<file path="src/rtl/stream_mux_pkg.sv">
// ============================================================================
// Module : stream_mux_pkg
// Brief  : Shared types and the round-robin pick function for stream arbiters.
// Rev    : 1.0  initial release
// ============================================================================
`default_nettype none

package stream_mux_pkg;

  localparam int C_MAX_CH    = 64;
  localparam int C_MAX_SEL_W = 6;

  typedef enum logic [0:0] {
    IDLE   = 1'b0,
    LOCKED = 1'b1
  } mux_state_e;

  typedef struct packed {
    logic                   found;
    logic [C_MAX_SEL_W-1:0] idx;
  } rr_pick_t;

  // First set bit of valid at or above ptr, wrapping within n_ch channels.
  function automatic rr_pick_t rr_pick(input logic [C_MAX_CH-1:0]    valid,
                                       input logic [C_MAX_SEL_W-1:0] ptr,
                                       input int unsigned            n_ch);
    rr_pick_t    res;
    int unsigned idx;
    res = '0;
    for (int unsigned k = 0; k < C_MAX_CH; k++) begin
      if (k < n_ch) begin
        idx = 32'(ptr) + k;
        if (idx >= n_ch) idx = idx - n_ch;
        if (!res.found && valid[idx[C_MAX_SEL_W-1:0]]) begin
          res.found = 1'b1;
          res.idx   = idx[C_MAX_SEL_W-1:0];
        end
      end
    end
    return res;
  endfunction

endpackage

`default_nettype wire

</file>
<file path="src/rtl/rr_arbiter.sv">
// ============================================================================
// Module : rr_arbiter
// Brief  : Combinational channel pick plus registered round-robin pointer.
//          STREAM_MUX_FIXED_PRIO_EN removes the pointer (lowest index wins).
// Rev    : 1.0  initial release
// ============================================================================
`default_nettype none

module rr_arbiter
  import stream_mux_pkg::*;
#(
  parameter int N_CH  = 8,
  parameter int SEL_W = $clog2(N_CH)
) (
  input  logic             clk,
  input  logic             rst_n,
  input  logic [N_CH-1:0]  i_valid,
  input  logic             i_adv,
  input  logic [SEL_W-1:0] i_adv_idx,
  output logic [SEL_W-1:0] o_pick,
  output logic             o_found
);

  logic [C_MAX_CH-1:0]    w_valid_ext;
  logic [C_MAX_SEL_W-1:0] w_ptr_ext;
  rr_pick_t               w_res;

  always_comb begin
    w_valid_ext             = '0;
    w_valid_ext[N_CH-1:0]   = i_valid;
  end

`ifdef STREAM_MUX_FIXED_PRIO_EN
  logic w_unused;
  assign w_ptr_ext = '0;
  assign w_unused  = ^{clk, rst_n, i_adv, i_adv_idx};
`else
  logic [SEL_W-1:0] r_rr_ptr;

  // Pointer moves just past the channel that completed a packet.
  always_ff @(posedge clk or negedge rst_n) begin
    if (!rst_n) begin
      r_rr_ptr <= '0;
    end else if (i_adv) begin
      r_rr_ptr <= (i_adv_idx == SEL_W'(N_CH - 1)) ? '0 : i_adv_idx + 1'b1;
    end
  end

  assign w_ptr_ext = C_MAX_SEL_W'(r_rr_ptr);
`endif

  assign w_res   = rr_pick(w_valid_ext, w_ptr_ext, N_CH);
  assign o_pick  = SEL_W'(w_res.idx);
  assign o_found = w_res.found;

endmodule

`default_nettype wire

</file>
<file path="src/rtl/stream_mux_rr.sv">
// ============================================================================
// Module : stream_mux_rr
// Brief  : N-channel valid/ready stream mux, packet-locking round-robin,
//          registered output. Option: STREAM_MUX_FIXED_PRIO_EN.
// Rev    : 1.0  initial release
// ============================================================================
`default_nettype none

module stream_mux_rr
  import stream_mux_pkg::*;
#(
  parameter  int N_CH  = 8,
  parameter  int WIDTH = 8,
  localparam int SEL_W = $clog2(N_CH)
) (
  input  logic                  clk,
  input  logic                  rst_n,
  input  logic [N_CH*WIDTH-1:0] in_data,
  input  logic [N_CH-1:0]       in_valid,
  input  logic [N_CH-1:0]       in_last,
  output logic [N_CH-1:0]       in_ready,
  output logic [WIDTH-1:0]      out_data,
  output logic                  out_valid,
  output logic                  out_last,
  output logic [SEL_W-1:0]      out_sel,
  input  logic                  out_ready
);

  mux_state_e       r_state, w_state_nxt;
  logic [SEL_W-1:0] r_lock_ch, w_lock_ch_nxt;
  logic [SEL_W-1:0] w_pick, w_grant;
  logic             w_found, w_grant_vld, w_load_en, w_xfer, w_adv;
  logic [WIDTH-1:0] w_sel_data;

  rr_arbiter #(
    .N_CH  (N_CH),
    .SEL_W (SEL_W)
  ) u_arb (
    .clk       (clk),
    .rst_n     (rst_n),
    .i_valid   (in_valid),
    .i_adv     (w_adv),
    .i_adv_idx (w_grant),
    .o_pick    (w_pick),
    .o_found   (w_found)
  );

  assign w_load_en   = !out_valid || out_ready;
  assign w_grant     = (r_state == LOCKED) ? r_lock_ch : w_pick;
  assign w_grant_vld = (r_state == LOCKED) || w_found;
  assign w_xfer      = w_load_en && w_grant_vld && in_valid[w_grant];
  assign w_adv       = w_xfer && ((r_state == IDLE) || in_last[w_grant]);
  assign w_sel_data  = in_data[w_grant*WIDTH +: WIDTH];

  always_comb begin
    in_ready = '0;
    if (rst_n && w_load_en && w_grant_vld) in_ready[w_grant] = 1'b1;
  end

  always_ff @(posedge clk or negedge rst_n) begin
    if (!rst_n) begin
      r_state   <= IDLE;
      r_lock_ch <= '0;
    end else begin
      r_state   <= w_state_nxt;
      r_lock_ch <= w_lock_ch_nxt;
    end
  end

  always_comb begin
    w_state_nxt   = r_state;
    w_lock_ch_nxt = r_lock_ch;
    case (r_state)
      IDLE: begin
        if (w_xfer && !in_last[w_grant]) begin
          w_state_nxt   = LOCKED;
          w_lock_ch_nxt = w_grant;
        end
      end
      LOCKED: begin
        if (w_xfer && in_last[w_grant]) w_state_nxt = IDLE;
      end
      default: w_state_nxt = IDLE;
    endcase
  end

  // Held beat stays frozen while the consumer stalls.
  always_ff @(posedge clk or negedge rst_n) begin
    if (!rst_n) begin
      out_valid <= 1'b0;
      out_data  <= '0;
      out_last  <= 1'b0;
      out_sel   <= '0;
    end else if (w_load_en) begin
      if (w_xfer) begin
        out_valid <= 1'b1;
        out_data  <= w_sel_data;
        out_last  <= in_last[w_grant];
        out_sel   <= w_grant;
      end else begin
        out_valid <= 1'b0;
      end
    end
  end

endmodule

`default_nettype wire

</file>
<file path="config.mk">
export PLATFORM = sky130hd
export DESIGN_NAME = stream_mux_rr
export DESIGN_NICKNAME = d
export VERILOG_FILES = /design/src/rtl/stream_mux_pkg.sv /design/src/rtl/rr_arbiter.sv /design/src/rtl/stream_mux_rr.sv
export SDC_FILE = /design/constraint.sdc
export NUM_CORES = 1
export LEC_CHECK = 0
export ABC_AREA = 1
export CAP_MARGIN = 20
export CELL_PAD_IN_SITES_DETAIL_PLACEMENT = 1
export CELL_PAD_IN_SITES_GLOBAL_PLACEMENT = 2
export CORE_MARGIN = 2
export CORE_UTILIZATION = 21
export CTS_CLUSTER_SIZE = 40
export DETAILED_ROUTE_END_ITERATION = 6
export PLACE_DENSITY = 0.89
export REMOVE_ABC_BUFFERS = 1
export SYNTH_ARGS = -nofsm -noshare
export SYNTH_HDL_FRONTEND = slang
export SYNTH_SLANG_ARGS = --single-unit
export TNS_END_PERCENT = 100
</file>
<file path="constraint.sdc">
create_clock -name clk -period 4.1 [get_ports clk]
set_clock_uncertainty 0.1 [all_clocks]
set_input_delay 0.615 -clock clk [delete_from_list [all_inputs] [get_ports clk]]
set_output_delay 0.615 -clock clk [all_outputs]
set_load 0.02 [all_outputs]
</file>
==> results.yml <==
clock_network:
  root_buffer: "clkbuf_16"
  clock_latency_ps: 250
  postCtsSetupBuffers: 0
  clock-sinks: 20
  cts_tree: "done"
  path_clk_slew_ps: 50
  clockBufferDepth: 2
  htreeDepth: 1
  cts_made_buffers: 3
worst_setup_path:
  crit_type: "reg2out"
  path_cells: "inv_2 -> ha_2 -> inv_1 -> nand3_1 -> nand2_1 -> nand2_1 -> nand2_1 -> inv_1 -> nand4_1 -> nor2_1 -> o21ai_1 -> o21ai_0 -> nand2_1 -> nand2_1 -> nand2_4 -> nand2_1 -> nor2_1 -> dlygate4sd2_1"
  arrival_ps: 3120
  end_kind: "primary output"
  cp_slowest_cell: "dfrtp_1"
  r2r_slack_ps: 400
  path_max_fanout: 6
  slowest_delay_ps: 430
  path_common_cell: "nand2_1"
  cp_num_buf_inv: 4
  cp_top_family: "simple AND/OR/NAND/NOR gates"
  start_kind: "flop"
  cp.required_ps: 3380
sta:
  fin_setup_tns_ps: 0
  fmax_ghz: 0.261
  relSlewSlack_pct: 76.3
  hold_viol: 0
  layout_setup_ws_ps: 265
  whs_ps: 374
  setup_viol: 0
  rsz0062_at_grt: "false"
  tightest_slew_ps: 355
  slew_viol_final: 0
  fin_crit_sh_pct: 93.5
  min_period_ps: 3840
yosys:
  synth_area_per_cell_sq_um: 5.74
  synthArstFlopShare_pct: 100
  synth_top_area_cell: "nand2_1"
  synth_area_sq_um: 2520
  synth.most_common_cell: "nand2_1"
  synth_top_cells_by_area: "nand2_1 (31%), dfrtp_1 (20%), a21oi_1 (7.0%)"
  syn-instance-count: 439
  synth_edf_count: 0
  ys_top_cells_by_count: "nand2_1 (209), a21oi_1 (35), nand3_1 (31)"
  synth-main-ff-cell: "dfrtp_1"
  ys_types: 29
  synth_seq_cells: 20
  seq_area_frac_synth_pct: 19.9
  synth_top_area_share_pct: 31.1
  yosysWarnings: 0
layout:
  final_layout_size_suffix_gt1_share_pct: 14.8
  nNetsFinal: 656
  areaGrowthSynthToFinish_pct: 55.6
  final_cells: 708
  n_antenna_cell: 0
detailed_routing:
  ant_nets: 0
  drt_pre_antenna_iters: 4
  vias_per_cell: 4.48
  drt_wl_total_mm: 9.71
  wl_per_cell_um: 13.7
  via_count: 3175
  drtIter0Drc: 81
  drc: 0
die:
  row_count: 40
  core_sq_um: 11900
  die_w_um: 114
  start_util_pct: 21.2
  die_area_sq_um: 12900
  die_h_um: 114
  ioPinCount: 104
global_routing:
  grtUsageMet1_pct: 18.2
  grt_overflow: 0
  antenna_found_initial: 0
  grt_pass1_vias: 3529
  gr-usage-met3_pct: 4.09
  grt-busiest-layer: "met2"
  grtUsageTotal_pct: 15.8
  met2_usage_pct: 29.1
  grt_pass1_wl_mm: 16.5
  grt_start_max_net_pins: 37
placed_design:
  dpl_worst_slack_ps: -96.1
  portBuffers: 103
  routabilityCongestion: 0.904
  placedCellCount: 705
  post-dp-hpwl_mm: 8.45
status:
  status: "finished, final reports clean"
min_path:
  hold_path_class: "reg2reg"
job:
  maxCapViolations: 0
cells in the final DEF, fill, tap and decap left out, drive strengths merged:
| master | Yosys | routed |
|---|---|---|
| clkbuf | 2 | 8 |
| nor2 | 32 | 32 |
| clkinv | 1 | 1 |
| ha | 10 | 10 |
| nor3 | 2 | 2 |
| nand4 | 7 | 7 |
| o21bai | 1 | 1 |
| inv | 37 | 37 |
| nand3 | 40 | 40 |
| a31oi | 1 | 1 |
| clkdlybuf4s15 | 0 | 2 |
| o21ai | 9 | 9 |
| clkdlybuf4s50 | 0 | 95 |
| a21oi | 35 | 35 |
| buf | 13 | 31 |
| dfrtp | 20 | 20 |
| dlygate4sd2 | 0 | 1 |
| nand2 | 224 | 224 |
| xor2 | 2 | 2 |
| nand3b | 2 | 2 |
| o21a | 1 | 1 |
area by class of cell:
cell class,count,area (sq um)
Multi-Input combinational cell,366,1780
Clock buffer,3,75.1
Timing Repair Buffer,134,1240
Tap cell,147,184
Fill cell,1527,7940
Sequential cell,20,500
Inverter,38,148
kinds of logic after synthesis:
| family | count (synthesis) | share of synthesized area, % |
|---|---|---|
| adders and majority gates | 10 | 4.97 |
| buffers and inverters | 53 | 9.78 |
| AOI/OAI and AO/OA | 47 | 9.73 |
| xor gates and xnor gates | 2 | 1.29 |
| and+or+nand+nor | 307 | 54.4 |
| DFF | 20 | 19.9 |
layer usage:
| layer | wire length (um) | vias to the layer above |
|---|---|---|
| li1 | - | 1627 |
| met1 | 4030 | 1435 |
| met2 | 4770 | 104 |
| met3 | 778 | 9 |
| met4 | 131 | 0 |
| met5 | 0 | - |
final timing paths:
path / start / to / cells after the start
min in group asynchronous: rst_n / out_data[0] / 2
worst min register to register: r_lock_ch[2] / r_lock_ch[2] / 2
max in group asynchronous: rst_n / u_arb.r_rr_ptr[2] / 2
worst max-delay path: u_arb.r_rr_ptr[1] / in_ready[7] / 18
worst min-delay path: r_lock_ch[2] / r_lock_ch[2] / 2
worst max register to register: u_arb.r_rr_ptr[2] / r_lock_ch[1] / 28
timing repair:
item                                    in CTS  in global routing
gates cloned                                 0                  0
endpoints found under the setup margin       8                  7
hold buffers                                 0                  0
resized for setup                            9                 12
through the flow:
step           util [%]  cell area, sq um
6_report           33.0              3920
4_1_cts            33.2              3940
5_1_grt            33.0              3920
3_5_place_dp       32.6              3870
2_1_floorplan         -              2420
3_3_place_gp       32.6              3870
flip-flops by register name, indices dropped and copies added (netlist names):
name            count
out_last            1
out_sel             3
r_state             1
r_lock_ch           3
u_arb.r_rr_ptr      3
out_data            8
out_valid           1
tightest hold or removal path: cells and delay by family (launching register included):
family	cells	cell delay [ps]
flops	1	340
simple gates	2	100
Power is not shown: default switching activity piles up to over one toggle a cycle in this logic, so the estimate is an artifact.
